File: src/rtl/pa_fadd_lop_ctrl_pkg.sv
// pa_fadd_lop_ctrl_pkg: shared FALU constants for the close-path
// LOP sequencer (datapath widths and FSM state encoding).
package pa_fadd_lop_ctrl_pkg;

    localparam int FADD_LOP_W   = 28;
    localparam int FADD_SHAMT_W = 5;

    localparam int ST_W = 3;

    localparam logic [ST_W-1:0] ST_IDLE  = 3'd0;
    localparam logic [ST_W-1:0] ST_PRED  = 3'd1;
    localparam logic [ST_W-1:0] ST_SHIFT = 3'd2;
    localparam logic [ST_W-1:0] ST_FIX   = 3'd3;
    localparam logic [ST_W-1:0] ST_DONE  = 3'd4;

endpackage

File: src/rtl/pa_fadd_lop_ctrl_if.sv
// pa_fadd_lop_ctrl_if: request, LOP and response bundle between the
// requesters/LOP (master side) and the sequencer (slave side).
interface pa_fadd_lop_ctrl_if;
    import pa_fadd_lop_ctrl_pkg::*;

    logic                    req0_vld;
    logic                    req1_vld;
    logic [FADD_LOP_W-1:0]   req0_src0;
    logic [FADD_LOP_W-1:0]   req0_src1;
    logic [FADD_LOP_W-1:0]   req1_src0;
    logic [FADD_LOP_W-1:0]   req1_src1;
    logic [FADD_LOP_W-1:0]   req0_mask;
    logic [FADD_LOP_W-1:0]   req1_mask;
    logic                    req0_rdy;
    logic                    req1_rdy;

    logic [FADD_LOP_W-1:0]   lop_src0;
    logic [FADD_LOP_W-1:0]   lop_src1;
    logic [FADD_LOP_W-1:0]   lop_mask;
    logic [FADD_SHAMT_W-1:0] lop_pred;
    logic [FADD_LOP_W-1:0]   lop_pred_onehot;

    logic                    rsp_vld;
    logic                    rsp_rdy;
    logic                    rsp_id;
    logic [FADD_LOP_W-1:0]   rsp_data;
    logic [FADD_SHAMT_W-1:0] rsp_shamt;
    logic                    rsp_zero;

    modport slave (
        input  req0_vld, req1_vld,
        input  req0_src0, req0_src1, req0_mask,
        input  req1_src0, req1_src1, req1_mask,
        output req0_rdy, req1_rdy,
        output lop_src0, lop_src1, lop_mask,
        input  lop_pred, lop_pred_onehot,
        output rsp_vld, rsp_id, rsp_data, rsp_shamt, rsp_zero,
        input  rsp_rdy
    );

    modport master (
        output req0_vld, req1_vld,
        output req0_src0, req0_src1, req0_mask,
        output req1_src0, req1_src1, req1_mask,
        input  req0_rdy, req1_rdy,
        input  lop_src0, lop_src1, lop_mask,
        output lop_pred, lop_pred_onehot,
        input  rsp_vld, rsp_id, rsp_data, rsp_shamt, rsp_zero,
        output rsp_rdy
    );

endinterface

File: src/rtl/pa_fadd_lop_rr_arb.sv
// pa_fadd_lop_rr_arb: 2-way round-robin grant; the pointer holds the
// last granted requester and resets to 1 so requester 0 wins first.
module pa_fadd_lop_rr_arb (
    input  logic       clk,
    input  logic       rst_n,
    input  logic       en_i,
    input  logic [1:0] vld_i,
    output logic [1:0] gnt_o
);

    logic last_q;
    logic last_d;

    // Grant the requester not served last when both are valid.
    always_comb begin
        gnt_o[0] = en_i & vld_i[0] & (~vld_i[1] | last_q);
        gnt_o[1] = en_i & vld_i[1] & (~vld_i[0] | ~last_q);
        last_d   = last_q;
        if (gnt_o[1]) begin
            last_d = 1'b1;
        end else if (gnt_o[0]) begin
            last_d = 1'b0;
        end
    end

    // Last-grant pointer.
    always_ff @(posedge clk or negedge rst_n) begin
        if (!rst_n) begin
            last_q <= 1'b1;
        end else begin
            last_q <= last_d;
        end
    end

endmodule

File: src/rtl/pa_fadd_lop_ctrl.sv
// pa_fadd_lop_ctrl: arbitrates FADD/FCVT requests onto the shared LOP,
// normalizes the difference and corrects one-bit LOP under-prediction.
module pa_fadd_lop_ctrl
    import pa_fadd_lop_ctrl_pkg::*;
(
    input  logic               cpuclk,
    input  logic               cpurst_b,
    input  logic               ctrl_flush,
    pa_fadd_lop_ctrl_if.slave  bus
);

    logic [ST_W-1:0]         state_q;
    logic [ST_W-1:0]         state_d;
    logic [1:0]              gnt;
    logic                    arb_en;
    logic                    hs;

    logic [FADD_LOP_W-1:0]   src0_q;
    logic [FADD_LOP_W-1:0]   src1_q;
    logic [FADD_LOP_W-1:0]   mask_q;
    logic                    id_q;

    logic [FADD_LOP_W-1:0]   diff_q;
    logic [FADD_SHAMT_W-1:0] pred_q;
    logic                    lim_q;
    logic [FADD_LOP_W-1:0]   sh;
    logic                    diff_zero;

    logic [FADD_LOP_W-1:0]   rsp_data_q;
    logic [FADD_LOP_W-1:0]   rsp_data_d;
    logic [FADD_SHAMT_W-1:0] rsp_shamt_q;
    logic [FADD_SHAMT_W-1:0] rsp_shamt_d;
    logic                    rsp_zero_q;
    logic                    rsp_zero_d;
    logic                    rsp_id_q;
    logic                    rsp_id_d;

    assign arb_en = (state_q == ST_IDLE) & ~ctrl_flush;
    assign hs     = |gnt;

    pa_fadd_lop_rr_arb u_arb (
        .clk   (cpuclk),
        .rst_n (cpurst_b),
        .en_i  (arb_en),
        .vld_i ({bus.req1_vld, bus.req0_vld}),
        .gnt_o (gnt)
    );

    assign bus.req0_rdy  = gnt[0];
    assign bus.req1_rdy  = gnt[1];

    assign bus.lop_src0  = src0_q;
    assign bus.lop_src1  = src1_q;
    assign bus.lop_mask  = mask_q;

    assign bus.rsp_vld   = (state_q == ST_DONE);
    assign bus.rsp_id    = rsp_id_q;
    assign bus.rsp_data  = rsp_data_q;
    assign bus.rsp_shamt = rsp_shamt_q;
    assign bus.rsp_zero  = rsp_zero_q;

    assign sh        = diff_q << pred_q;
    assign diff_zero = (diff_q == '0);

    // Sequencer next state; flush overrides everything.
    always_comb begin
        state_d = state_q;
        unique case (state_q)
            ST_IDLE:  if (hs) state_d = ST_PRED;
            ST_PRED:  state_d = ST_SHIFT;
            ST_SHIFT: begin
                if (diff_zero || sh[FADD_LOP_W-1] || lim_q) begin
                    state_d = ST_DONE;
                end else begin
                    state_d = ST_FIX;
                end
            end
            ST_FIX:   state_d = ST_DONE;
            ST_DONE:  if (bus.rsp_rdy) state_d = ST_IDLE;
            default:  state_d = ST_IDLE;
        endcase
        if (ctrl_flush) begin
            state_d = ST_IDLE;
        end
    end

    // Response fields: first-pass shift result, then the one-bit fix.
    always_comb begin
        rsp_data_d  = rsp_data_q;
        rsp_shamt_d = rsp_shamt_q;
        rsp_zero_d  = rsp_zero_q;
        rsp_id_d    = rsp_id_q;
        if (state_q == ST_SHIFT) begin
            rsp_id_d   = id_q;
            rsp_zero_d = diff_zero;
            if (diff_zero) begin
                rsp_data_d  = '0;
                rsp_shamt_d = '0;
            end else begin
                rsp_data_d  = sh;
                rsp_shamt_d = pred_q;
            end
        end else if (state_q == ST_FIX) begin
            rsp_data_d  = sh << 1;
            rsp_shamt_d = pred_q + 5'd1;
        end
    end

    // State and response registers.
    always_ff @(posedge cpuclk or negedge cpurst_b) begin
        if (!cpurst_b) begin
            state_q     <= ST_IDLE;
            rsp_data_q  <= '0;
            rsp_shamt_q <= '0;
            rsp_zero_q  <= 1'b0;
            rsp_id_q    <= 1'b0;
        end else begin
            state_q     <= state_d;
            rsp_data_q  <= rsp_data_d;
            rsp_shamt_q <= rsp_shamt_d;
            rsp_zero_q  <= rsp_zero_d;
            rsp_id_q    <= rsp_id_d;
        end
    end

    // Operand capture on the request handshake.
    always_ff @(posedge cpuclk or negedge cpurst_b) begin
        if (!cpurst_b) begin
            src0_q <= '0;
            src1_q <= '0;
            mask_q <= '0;
            id_q   <= 1'b0;
        end else if (hs) begin
            src0_q <= gnt[1] ? bus.req1_src0 : bus.req0_src0;
            src1_q <= gnt[1] ? bus.req1_src1 : bus.req0_src1;
            mask_q <= gnt[1] ? bus.req1_mask : bus.req0_mask;
            id_q   <= gnt[1];
        end
    end

    // Difference and LOP prediction registered in PRED.
    always_ff @(posedge cpuclk or negedge cpurst_b) begin
        if (!cpurst_b) begin
            diff_q <= '0;
            pred_q <= '0;
            lim_q  <= 1'b0;
        end else if (state_q == ST_PRED) begin
            diff_q <= src0_q + ~src1_q + 28'd1;
            pred_q <= bus.lop_pred;
            lim_q  <= |(bus.lop_pred_onehot & mask_q);
        end
    end

    // A FIX can only follow a one-bit under-prediction and must normalize.
    always_ff @(posedge cpuclk) begin
        if (cpurst_b && state_q == ST_FIX) begin
            assert (pred_q != 5'd27);
            assert (sh[FADD_LOP_W-2]);
        end
    end

endmodule

File: src/flat_wrapper.sv
// flat-port wrapper written by rule: the top's interface ports become plain ports
module pa_fadd_lop_ctrl_flat import pa_fadd_lop_ctrl_pkg::*;
  (cpuclk, cpurst_b, ctrl_flush, bus_req0_vld, bus_req1_vld, bus_req0_src0, bus_req0_src1, bus_req0_mask, bus_req1_src0, bus_req1_src1, bus_req1_mask, bus_req0_rdy, bus_req1_rdy, bus_lop_src0, bus_lop_src1, bus_lop_mask, bus_lop_pred, bus_lop_pred_onehot, bus_rsp_vld, bus_rsp_id, bus_rsp_data, bus_rsp_shamt, bus_rsp_zero, bus_rsp_rdy);
  pa_fadd_lop_ctrl_if bus_i ();
  input  logic cpuclk;
  input  logic cpurst_b;
  input  logic ctrl_flush;
  input wire logic [$bits(bus_i.req0_vld)-1:0] bus_req0_vld;
  input wire logic [$bits(bus_i.req1_vld)-1:0] bus_req1_vld;
  input wire logic [$bits(bus_i.req0_src0)-1:0] bus_req0_src0;
  input wire logic [$bits(bus_i.req0_src1)-1:0] bus_req0_src1;
  input wire logic [$bits(bus_i.req0_mask)-1:0] bus_req0_mask;
  input wire logic [$bits(bus_i.req1_src0)-1:0] bus_req1_src0;
  input wire logic [$bits(bus_i.req1_src1)-1:0] bus_req1_src1;
  input wire logic [$bits(bus_i.req1_mask)-1:0] bus_req1_mask;
  output wire logic [$bits(bus_i.req0_rdy)-1:0] bus_req0_rdy;
  output wire logic [$bits(bus_i.req1_rdy)-1:0] bus_req1_rdy;
  output wire logic [$bits(bus_i.lop_src0)-1:0] bus_lop_src0;
  output wire logic [$bits(bus_i.lop_src1)-1:0] bus_lop_src1;
  output wire logic [$bits(bus_i.lop_mask)-1:0] bus_lop_mask;
  input wire logic [$bits(bus_i.lop_pred)-1:0] bus_lop_pred;
  input wire logic [$bits(bus_i.lop_pred_onehot)-1:0] bus_lop_pred_onehot;
  output wire logic [$bits(bus_i.rsp_vld)-1:0] bus_rsp_vld;
  output wire logic [$bits(bus_i.rsp_id)-1:0] bus_rsp_id;
  output wire logic [$bits(bus_i.rsp_data)-1:0] bus_rsp_data;
  output wire logic [$bits(bus_i.rsp_shamt)-1:0] bus_rsp_shamt;
  output wire logic [$bits(bus_i.rsp_zero)-1:0] bus_rsp_zero;
  input wire logic [$bits(bus_i.rsp_rdy)-1:0] bus_rsp_rdy;
  assign bus_i.req0_vld = bus_req0_vld;
  assign bus_i.req1_vld = bus_req1_vld;
  assign bus_i.req0_src0 = bus_req0_src0;
  assign bus_i.req0_src1 = bus_req0_src1;
  assign bus_i.req0_mask = bus_req0_mask;
  assign bus_i.req1_src0 = bus_req1_src0;
  assign bus_i.req1_src1 = bus_req1_src1;
  assign bus_i.req1_mask = bus_req1_mask;
  assign bus_req0_rdy = bus_i.req0_rdy;
  assign bus_req1_rdy = bus_i.req1_rdy;
  assign bus_lop_src0 = bus_i.lop_src0;
  assign bus_lop_src1 = bus_i.lop_src1;
  assign bus_lop_mask = bus_i.lop_mask;
  assign bus_i.lop_pred = bus_lop_pred;
  assign bus_i.lop_pred_onehot = bus_lop_pred_onehot;
  assign bus_rsp_vld = bus_i.rsp_vld;
  assign bus_rsp_id = bus_i.rsp_id;
  assign bus_rsp_data = bus_i.rsp_data;
  assign bus_rsp_shamt = bus_i.rsp_shamt;
  assign bus_rsp_zero = bus_i.rsp_zero;
  assign bus_i.rsp_rdy = bus_rsp_rdy;
  pa_fadd_lop_ctrl u_core (.cpuclk(cpuclk), .cpurst_b(cpurst_b), .ctrl_flush(ctrl_flush), .bus(bus_i));
endmodule
File: config.mk
export PLATFORM = sky130hd
export DESIGN_NAME = pa_fadd_lop_ctrl_flat
export DESIGN_NICKNAME = d
export VERILOG_FILES = /design/src/rtl/pa_fadd_lop_ctrl_pkg.sv /design/src/rtl/pa_fadd_lop_ctrl_if.sv /design/src/rtl/pa_fadd_lop_rr_arb.sv /design/src/rtl/pa_fadd_lop_ctrl.sv /design/src/flat_wrapper.sv
export SDC_FILE = /design/constraint.sdc
export NUM_CORES = 1
export LEC_CHECK = 0
export CORE_MARGIN = 4
export CORE_UTILIZATION = 40
export CTS_CLUSTER_SIZE = 40
export DETAILED_ROUTE_END_ITERATION = 8
export PLACE_DENSITY = 0.82
export SLEW_MARGIN = 10
export SYNTH_ARGS = -nofsm -noshare
export SYNTH_HDL_FRONTEND = slang
export SYNTH_SLANG_ARGS = --single-unit
File: constraint.sdc
create_clock -name cpuclk -period 3.2 [get_ports cpuclk]
set_input_delay 0.64 -clock cpuclk [delete_from_list [all_inputs] [get_ports cpuclk]]
set_output_delay 0.64 -clock cpuclk [all_outputs]
set_load 0.02 [all_outputs]
=== Word-level counts from Yosys, hierarchy flattened ===
Index checks and enable logic that the tools add are counted.

* Register bits: 158
* Memories kept: 0
* Logic and storage cells: 61
* Bits in writable memories: 0
* ROM bits: 0
* Bits of input ports: 207
* Latch bits: 0

* Equality and inequality tests: 6
* Div/mod/pow operators: 0
* $mul: 0
* Bitwise gates (word level): 13
* Shifts and indexed selects: 1
* Muxes and demuxes: 16
* Add/sub/neg operators: 3
* Reductions and logical operators: 9
* Magnitude comparators: 0

{| class="wikitable"
|+ Operator list
! operator !! number
|-
| 28-bit 2-to-1 mux || 6
|-
| 28-bit by 1-bit adder with 28-bit output (second input constant) || 1
|-
| 28-bit adder || 1
|-
| 28-bit bitwise AND || 1
|-
| 28-bit zero test || 1
|-
| 28-bit inverter || 1
|-
| 28-bit OR reduction || 1
|-
| 28-bit by 5-bit left shift with 28-bit output || 1
|-
| 5-bit 2-to-1 mux || 3
|-
| 3-bit one-hot mux with 5 select lines || 1
|-
| 3-bit 2-to-1 mux || 4
|-
| 3-bit by 2-bit equality test with 1-bit output (second input constant) || 2
|-
| 3-bit by 2-bit inequality test with 1-bit output (second input constant) || 2
|-
| 5-bit by 1-bit adder with 5-bit output (second input constant) || 1
|-
| 1-bit bitwise AND || 5
|-
| 1-bit inverter || 4
|-
| 2-bit nonzero test || 2
|-
| 3-bit by 1-bit equality test with 1-bit output (second input constant) || 1
|-
| 3-bit equality test (second input constant) || 1
|-
| 3-bit zero test || 1
|-
| 1-bit logical OR || 2
|-
| 1-bit 2-to-1 mux || 2
|-
| 1-bit bitwise OR || 2
|-
| 2-bit AND reduction || 1
|-
| 2-bit OR reduction || 1
|}

=== Longest topological paths before layout ===
* Depth in word-level cells: 8
* Depth in mapped cells: 10

=== By module ===
A second synthesis with hierarchy kept.

* Cells, all modules: 1111
* Area total of the unflattened synthesis: 10085.9 um^2

{| class="wikitable"
|+ Modules (own cells, without submodules)
! module !! seq. area each (um^2) !! times used !! area an instance (um^2) !! cells an instance
|-
| pa_fadd_lop_ctrl || 3928.8 || 1 || 10015.9 || 1102
|-
| pa_fadd_lop_rr_arb || 26.3 || 1 || 70.1 || 9
|}

=== Worst setup path after synthesis ===
OpenSTA, ideal clock, no wires.

* Kind: input port to output port
* From: input port ctrl_flush
* To: output port bus_req1_rdy
* Slack: 0.746 ns
* Cell stages on the path: 5
* Buffers on the path: 2
* Arrival time: 1.814 ns
* Data required time: 2.560 ns
* Path through: nor4_1 -> nand3_1 -> clkbuf_1 -> clkbuf_1 -> inv_1

* Longest elaborated chain between the ends: 4

{| class="wikitable"
|+ RTL lines
! element !! RTL line !! RTL
|-
| start: declaration || flat_wrapper.sv:7 || <nowiki>input logic ctrl_flush;</nowiki>
|-
| 1-bit inverter || pa_fadd_lop_ctrl.sv:38 || <nowiki>assign arb_en = (state_q == ST_IDLE) & ~ctrl_flush;</nowiki>
|-
| 1-bit bitwise AND || pa_fadd_lop_ctrl.sv:38 ||
|-
| 1-bit bitwise AND (2 in a row) || pa_fadd_lop_rr_arb.sv:17 || <nowiki>gnt_o[1] = en_i & vld_i[1] & (~vld_i[0] | ~last_q);</nowiki>
|-
| end: declaration || flat_wrapper.sv:17 || <nowiki>output wire logic [$bits(bus_i.req1_rdy)-1:0] bus_req1_rdy;</nowiki>
|}

No other way between the ends.

=== Worst setup path in the final report ===
* From: input port ctrl_flush
* To: output port bus_req0_rdy

* Longest elaborated chain between the ends: 4

{| class="wikitable"
|+ RTL lines
! element !! RTL line !! RTL
|-
| 1-bit inverter || pa_fadd_lop_ctrl.sv:38 ||
|-
| 1-bit bitwise AND || pa_fadd_lop_ctrl.sv:38 ||
|-
| 1-bit bitwise AND (2 in a row) || pa_fadd_lop_rr_arb.sv:16 || <nowiki>gnt_o[0] = en_i & vld_i[0] & (~vld_i[1] | last_q);</nowiki>
|-
| end: declaration || flat_wrapper.sv:16 || <nowiki>output wire logic [$bits(bus_i.req0_rdy)-1:0] bus_req0_rdy;</nowiki>
|}

No other way between the ends.

==> qor.csv <==
stage;metric;value;unit
critical_path;crit_arrival;2260;ps
global_routing;grt_overflow_total;0;
clock_network;clkLatencyLatePin;440;ps
synthesis;synthFlopType;dfrtp_1;
layout;drive_gt1_frac;0.0734;
global_routing;grt_first_pass_wirelength;58300;µm
floorplan;fp.dieArea;27900;µm²
timing;fin_hold_ws;167;ps
power;p_sw;8.05;mW
timing;tightest_slew;997;ps
route;via_count;10461;
route;drc_errors;0;
clock_network;clk_path_buf_depth;2;
global_routing;gr-usage-all-layers;0.261;
synthesis;ys_ff_latch;158;
critical_path;endpoint_kind;primary output;
place;gp_congestion;0.930;
power;switching_share;0.481;
floorplan;row_count;57;
power;max-vdd-ir-drop;590;µV
synthesis;synth_edf_count;0;
power;p_clk_frac;0.123;
critical_path;r2r_cells;6;
route;drt_iter0_drc;1049;
route;drtAntennaViolNets;0;
timing;relSlewSlack;0.336;
critical_path;startpoint_type;primary input;
timing;fin_crit_sh;0.905;
clock_network;cts_tree;built;
power;p_int;8.67;mW
layout;final_common_cell;clkdlybuf4s50_1;
clock_network;ctsHoldBuffers;0;
floorplan;die_x;167;µm
job;cap_violations;0;
synthesis;yosysSeqAreaShare;0.391;
clock_network;cts_inserted_buffers;17;
place;portBuffers;328;
floorplan;dieHeight;167;µm
timing;timing.fmax;345;MHz
critical_path;worstSetupPathType;in2out;
clock_network;ctsHtreeMaxLevel;4;
clock_network;cts_sinks;158;
critical_path;cp_max_fo;3;
clock_network;cts-resized-gates;0;
synthesis;synthCells;1195;
outcome;outcome;finished, final reports clean;
timing;hold_violations;0;
timing;setup_violations;0;
global_routing;grt_max_degree;171;
critical_path;worstPathRequired;2560;ps
global_routing;antenna_found_initial;3;
power;pwr-share-comb;0.621;
synthesis;syn_area_per_cell;8.47;µm²
floorplan;core_area;24600;µm²
power;p_leak;6.08;nW
timing;slew_viol_final;0;
critical_path;r2r-start;u_core.pred_q[0];
route;post_drt_via_cell_ratio;5.73;
route;totalWireLength;37700;µm
route;first_pass_iters;6;
clock_network;cts-root-buf;clkbuf_16;
timing;rsz0062_at_grt;no;
synthesis;synthesis.nets;1431;
critical_path;startpoint;ctrl_flush;
power;p_per_area;1170;nW/µm²
timing;fin_crit;2900;ps
worst_hold_path;hp-class;in2async;
route;routedWlPerCell;20.7;µm
layout;synthToLayoutAreaGrowth;40.6;%
clock_network;post-cts-setup-buffers;0;
timing;fin_skew;13.7;ps
synthesis;synth_cell_types;74;
synthesis;async_flop_share;1.00;
floorplan;start_util;0.411;
timing;fin_setup_tns;0;ps
global_routing;grt_pass1_vias;10386;
layout;nNetsFinal;1721;
clock_network;clk_pin_slew;70;ps
layout;final_cell_mix;327 x clkdlybuf4s50_1, 269 x nand2_1, 156 x dfrtp_1, 127 x nor2_1, 86 x a31oi_1;
place;place_hpwl;29100;µm
synthesis;ys_warn_count;0;
floorplan;io_pins;329;
power;pwr-share-seq;0.257;
synthesis;syn_area;10100;µm²
-- cells by family (layout without fill, tap and decap cells) --
kind of cell | count (synthesis) | after routing | synth area share
other cells | 0 | 3 | 0
buf+inv | 119 | 422 | 0.0530
fa+ha+maj | 29 | 29 | 0.0366
xor+xnor | 11 | 11 | 0.00952
compound gates | 311 | 311 | 0.207
mux | 60 | 60 | 0.0918
flops | 158 | 158 | 0.391
simple gates | 507 | 507 | 0.211
-- cells in the mapped netlist (13+ instances only) --
| master | number | area [µm²] |
|---|---|---|
| mux2i_1 | 25 | 250 |
| nand3_1 | 22 | 110 |
| a22o_1 | 16 | 140 |
| dfrtp_1 | 157 | 3930 |
| inv_1 | 39 | 146 |
| mux4_2 | 19 | 428 |
| nand2_1 | 269 | 1010 |
| a21oi_1 | 42 | 210 |
| o22ai_1 | 16 | 100 |
| a31oi_1 | 86 | 538 |
| o21ai_0 | 46 | 230 |
| ha_1 | 28 | 350 |
| nor2_1 | 127 | 477 |
| nor3_1 | 20 | 100 |
| clkbuf_1 | 64 | 240 |
| nand4_1 | 13 | 81.3 |
-- worst max-delay path, cell delays in order --
cell and delay, ps:
clkdlybuf4s50_1 440, nor4_1 190, buf_4 190, nand3_4 80
inv_2 100, clkdlybuf4s50_1 610
-- area by class of cell --
class | count | area, µm²
Clock inverter | 14 | 148
Fill cell | 2203 | 10400
Antenna cell | 3 | 7.51
Tap cell | 324 | 405
Sequential cell | 158 | 3960
Timing Repair Buffer | 350 | 3470
Clock buffer | 18 | 429
Multi-Input combinational cell | 918 | 5660
Inverter | 40 | 150
-- layer usage --
metal,global-route usage,vias to the layer above,wire (µm)
li1,-,4922,-
met1,0.324,5018,15000
met2,0.447,462,18700
met3,0.0658,59,2930
met4,0.0875,0,1060
met5,0,-,0
-- power groups by stage --
| stage | registers (mW) | clock network [mW] | logic [mW] |
|---|---|---|---|
| floorplan | 4.59 | 0 | 6.08 |
| global placement | 4.26 | 0 | 10.1 |
| detailed placement | 4.28 | 0 | 10.3 |
| CTS | 4.27 | 2.07 | 10.3 |
| global route | 4.43 | 2.16 | 11.3 |
| finish | 4.29 | 2.05 | 10.4 |
-- stage by stage --
step	util	setup slack (ps)	area [µm²]	cells	power [mW]
2_1_floorplan	-	746	10100	1195	10.7
3_3_place_gp	0.555	287	13600	1790	14.3
3_5_place_dp	0.555	287	13600	1790	14.5
4_1_cts	0.578	279	14200	1822	16.6
5_1_grt	0.578	162	14200	1825	17.9
6_report	0.578	303	14200	1825	16.7
-- registers in the layout, summed over array words and instances, names as in the netlist --
signal,flops
u_core.bus.lop_src0,28
u_core.state_q,3
u_core.bus.rsp_id,1
u_core.bus.rsp_zero,1
u_core.u_arb.last_q,1
u_core.pred_q,5
u_core.lim_q,1
u_core.id_q,1
u_core.bus.lop_src1,28
u_core.bus.lop_mask,28
u_core.diff_q,28
u_core.bus.rsp_shamt,5
u_core.bus.rsp_data,28
-- worst paths after layout --
| kind | to | slack [ps] |
|---|---|---|
| max in group asynchronous | u_core.bus.rsp_data[2] | 2210 |
| worst max register to register | u_core.bus.rsp_data[10] | 330 |
| worst min-delay path | u_core.diff_q[26] | 170 |
| worst min register to register | u_core.bus.rsp_data[16] | 470 |
| min in group cpuclk | u_core.bus.rsp_data[16] | 470 |
| worst max-delay path | bus_req0_rdy | 300 |
(Power assumes the default switching activity.)
==> RTL edit 1, RTL diff (same flow settings) <==
Change the package constant `ST_W` from 3 to 5.
--- a/src/rtl/pa_fadd_lop_ctrl_pkg.sv
+++ b/src/rtl/pa_fadd_lop_ctrl_pkg.sv
@@ -6,5 +6,5 @@
     localparam int FADD_SHAMT_W = 5;
 
-    localparam int ST_W = 3;
+    localparam int ST_W = 5;
 
     localparam logic [ST_W-1:0] ST_IDLE  = 3'd0;
Behaviour: no difference found for any inputs over 4 cycles, from zero or initial values and one cycle with cpurst_b low; that may be too few to reach the edited logic, so the function may still have changed.
==> RTL edit 1 against the unedited design <==
Total power shrank 4.3%; global-route usage decreased by 1.5 points; combinational power shrank 4%; critical path depth unchanged; setup slack got worse by 0.047 ns; clock power shrank 3%; area after synthesis fell by 2.6%; first-iteration DRC count is 31% lower; wire length down 9.5%; sequential cell count stayed put; die area down 2.5%; final area is 2.0% lower.
==> RTL edit 1: results (changes against the unedited design) <==
* Outcome: finished, final reports clean (unchanged)
* R2r endpoint: u_core.diff_q[24] (was u_core.bus.rsp_data[10])
* Maximum VDD drop at 0.0005541 V (was 0.0005900 V)
* Post-DP Area at 13,370 sq um (was 13,650 sq um)
* Slew Limit Headroom at 28.66% (was 33.56%)
* Pleak at 0.006031 uW (was 0.006079 uW)
* Routability cong. at 0.9166 (was 0.9295)
* Initial antenna violation count at 5 (was 3)
* First-pass GRT wire length at 52,450 microns (was 58,280 microns)
* Nets at 1,703 (was 1,721)
* Global Route Usage Sum at 24.61% (was 26.14%)
* WP data arrival at 2.30 ns (was 2.26 ns)
* Flop2flop setup slack at 0.29 ns (was 0.33 ns)
* Synth top cells by count: nand2_1, dfrtp_1, nor2_1 (unchanged)
* CP max FO at 4 (was 3)
* 1st-iter DRT viols at 727 (was 1,049)
* Drt pass-1 iters at 5 (was 6)
* Compound-Gate Fraction of Synth Area at 19.61% (was 20.72%)
* Seq/Total Area, Yosys at 40.11% (was 39.06%)
* Fraction of synthesized cell area in xor and xnor cells at 2.221% (was 0.9516%)
* Share of cells above drive strength 1 at 5.878% (was 7.343%)
* HPWL reported at the end of detailed placement at 26,270 microns (was 29,080 microns)
* Fill count at 2,146 (was 2,203)
* R2r worst-path depth at 10 (was 6)
* Vias in the first global route at 9,629 (was 10,390)
* R2r startpoint: u_core.bus.lop_src1[0] (was u_core.pred_q[0])
* Final Non-Filler Cells at 1,809 (was 1,825)
* Top cells by area, synth: dfrtp_1, nand2_1, mux2i_1, a31oi_1, nor2_1 (was dfrtp_1, nand2_1, a31oi_1, nor2_1, mux4_2)
* Routed WL at 34,160 microns (was 37,740 microns)
* Net Count, Synth at 1,419 (was 1,431)
* Syn Inst Count at 1,183 (was 1,195)
RTL edit 1: worst min path at each step:
| stage | startpoint | endpoint | slack [ns] | depth (start not counted) |
|---|---|---|---|---|
| finish | cpurst_b | u_core.bus.rsp_data[20] | 0.20 | 1 |
| CTS | cpurst_b | u_core.bus.rsp_data[20] | 0.22 | 1 |
| detailed placement | u_core.id_q | u_core.id_q | 0.46 | 2 |
| floorplan | cpurst_b | u_core.bus.lop_mask[0] | 0.34 | 0 |
| global placement | u_core.id_q | u_core.id_q | 0.45 | 2 |
| global route | cpurst_b | u_core.bus.rsp_data[20] | 0.25 | 1 |
RTL edit 1: stage by stage:
stage               power [uW]  worst slack (ns)
detailed placement       13940            0.2806
CTS                      15990            0.2631
global placement         13760            0.2634
floorplan                10340            0.5245
global route             17260           0.07328
finish                   16000            0.2563
RTL edit 1: layout make-up:
class                      count  area, sq um  area share, %
multi-input combinational    905         5423          38.87
sequential                   158         3955          28.35
timing repair buffer         346         3445          24.69
clock buffer                  18        439.2          3.148
tap                          324        405.4          2.906
inverter                      39        146.4          1.049
clock inverter                14        123.9         0.8880
antenna                        5        12.51        0.08969
RTL edit 1: cells by family after synthesis:
logic type	Yosys count
flip-flops	158
AND/OR/NAND/NOR	467
AO/OA/AOI/OAI	303
XOR/XNOR	25
buffers and inverters	120
adder cells (fa/ha/maj)	29
multiplexers	81
RTL edit 1: metal layers:
layer / wire (microns) / global-route usage, %
met5: 0 / 0
met4: 874 / 7.826
met3: 2603 / 7.412
met2: 17080 / 42.06
met1: 13600 / 29.71
RTL edit 1: power by group:
group	internal (uW)	total [uW]	switching [uW]	leakage, uW
clock network	1050	1990	945	0.000281
registers	2970	4000	1030	0.00192
logic	4390	10000	5620	0.00383
total	8400	16000	7600	0.00603
RTL edit 1: worst max-delay path, stage by stage:
cell	delay [ns]
clkdlybuf4s50_1	0.47
nor4_1	0.21
buf_4	0.19
nand3_4	0.09
inv_2	0.10
clkdlybuf4s50_1	0.60
==> RTL edit 2, RTL diff (same flow settings) <==
Made on the original files. Make the reset (`cpurst_b` and `rst_n`) synchronous in 4 clocked blocks.
--- a/src/rtl/pa_fadd_lop_rr_arb.sv
+++ b/src/rtl/pa_fadd_lop_rr_arb.sv
@@ -25,5 +25,5 @@
 
     // Last-grant pointer.
-    always_ff @(posedge clk or negedge rst_n) begin
+    always_ff @(posedge clk) begin
         if (!rst_n) begin
             last_q <= 1'b1;
--- a/src/rtl/pa_fadd_lop_ctrl.sv
+++ b/src/rtl/pa_fadd_lop_ctrl.sv
@@ -108,5 +108,5 @@
 
     // State and response registers.
-    always_ff @(posedge cpuclk or negedge cpurst_b) begin
+    always_ff @(posedge cpuclk) begin
         if (!cpurst_b) begin
             state_q     <= ST_IDLE;
@@ -125,5 +125,5 @@
 
     // Operand capture on the request handshake.
-    always_ff @(posedge cpuclk or negedge cpurst_b) begin
+    always_ff @(posedge cpuclk) begin
         if (!cpurst_b) begin
             src0_q <= '0;
@@ -140,5 +140,5 @@
 
     // Difference and LOP prediction registered in PRED.
-    always_ff @(posedge cpuclk or negedge cpurst_b) begin
+    always_ff @(posedge cpuclk) begin
         if (!cpurst_b) begin
             diff_q <= '0;
Formal check against the unedited RTL: differs if cpurst_b is asserted again (counterexample within 4 cycles, from zero or initial values and one cycle with cpurst_b low); with cpurst_b held inactive, the same outputs for 4 cycles.
==> RTL edit 2 against the unedited design <==
Synthesized cell count up 4.4%; area after synthesis down 3.1%; hold slack better by 0.27 ns; maximum frequency down 0.20%; wire length up 2.6%; sequential cell count unchanged; setup slack worse by 0.0058 ns; final area down 1.9%; critical path type unchanged; critical endpoint unchanged; largest cell class unchanged.
Power is not compared: it rests on default switching activity, and its combinational part moved more than twofold at a synthesized area within 25%.
==> RTL edit 2: results (changes against the unedited design) <==
* Outcome: finished, final reports clean (unchanged)
* R2r endpoint: u_core.state_q[0] (was u_core.bus.rsp_data[10])
* R2r worst-path depth at 8 (was 6)
* Vias post-DR at 11,040 (was 10,460)
* Fraction of synthesized cell area in xor and xnor cells at 1.785% (was 0.9516%)
* Post-DP Area at 13,320 sq um (was 13,650 sq um)
* HPWL reported at the end of detailed placement at 28,740 microns (was 29,080 microns)
* Hold path depth at 2
* Flop2flop setup slack at 0.37 ns (was 0.33 ns)
* Share of cells above drive strength 1 at 6.802% (was 7.343%)
* Initial antenna violation count at 10 (was 3)
* Switching part of the total at 34.15%
* Largest stage delay, worst path at 0.68 ns (was 0.61 ns)
* Top cells by area, synth: dfxtp_1, a311oi_1, nand2_1, mux4_2, nand3_1 (was dfrtp_1, nand2_1, a31oi_1, nor2_1, mux4_2)
* Routed WL at 38,740 microns (was 37,740 microns)
* Worst-Margin Slew at 0.9939 ns (was 0.9967 ns)
* Global Route Usage Sum at 27.48% (was 26.14%)
* Met1 Usage GRT at 35.50% (was 32.44%)
* Met2 WL at 18,230 microns (was 18,720 microns)
* Syn Inst Count at 1,247 (was 1,195)
* Routability cong. at 0.9146 (was 0.9295)
* Clk_skew at 0.01284 ns (was 0.01370 ns)
* Compound-Gate Fraction of Synth Area at 23.46% (was 20.72%)
* Min Hold Slack at 0.4395 ns (was 0.1674 ns)
* Post_cts resized at 0 (unchanged)
* Net Count, Synth at 1,483 (was 1,431)
* Cell area after synthesis at 9813 sq um (was 10,120 sq um)
* Seq/Total Area, Yosys at 32.23% (was 39.06%)
* Met3 usage at 6.139% (was 6.577%)
* R2r startpoint: u_core.pred_q[1] (was u_core.pred_q[0])
* Pleak at 0.005005 uW
* Vias per inst at 5.926 (was 5.732)
* Setup Slack @ Placement at 0.2787 ns (was 0.2866 ns)
* Placed insts at 1,821 (was 1,790)
* Synth top cells by count: nand2_1, dfxtp_1, nor2_1 (was nand2_1, dfrtp_1, nor2_1)
* Adder-Cell Fraction of Synth Area at 3.774% (was 3.658%)
* Routed length on met3 at 3344 microns (was 2934 microns)
* Min-delay worst type: register to register (was input port to async pin)
* Vias in the first global route at 10,470 (was 10,390)
* Asr flop ratio synth at 0% (was 100.0%)
* DR top layer: met5 (was met4)
* CP delay by family, top: buffers and inverters (unchanged)
* Proportion of synthesized area in mux cells at 10.03% (was 9.182%)
* GR Layer Usage met2 at 43.85% (was 44.70%)
* Synth unique cells at 64 (was 74)
* First-pass GRT wire length at 58,720 microns (was 58,280 microns)
* CP max FO at 6 (was 3)
* 1st-iter DRT viols at 1,039 (was 1,049)
* DRT met1 WL at 15,650 microns (was 15,030 microns)
## RTL edit 2: changes by cell type after synthesis, sizes merged, moves of 10 or more
cell    before  now
clkbuf      69   88
o22ai       16    2
a22o        16    5
dfxtp        0  158
a31oi       86    8
nand3       22  106
dfrtp      157    0
a211oi       6   16
a21oi       42   69
a311oi       1   87
nand2      269  186
## RTL edit 2: cell type report
class / instances / area [sq um]
multi-input combinational: 939 / 6085
tap: 324 / 405.4
timing repair buffer: 356 / 3501
sequential: 158 / 3166
antenna: 10 / 25.02
clock inverter: 14 / 171.4
clock buffer: 18 / 439.2
inverter: 44 / 167.7
fill: 2226 / 10290
## RTL edit 2: worst max-delay path by stage
stage,start,end,cells after the start
floorplan,ctrl_flush,bus_req0_rdy,4
global placement,ctrl_flush,bus_req0_rdy,6
detailed placement,ctrl_flush,bus_req0_rdy,6
CTS,ctrl_flush,bus_req0_rdy,6
global route,ctrl_flush,bus_req0_rdy,6
finish,ctrl_flush,bus_req0_rdy,6
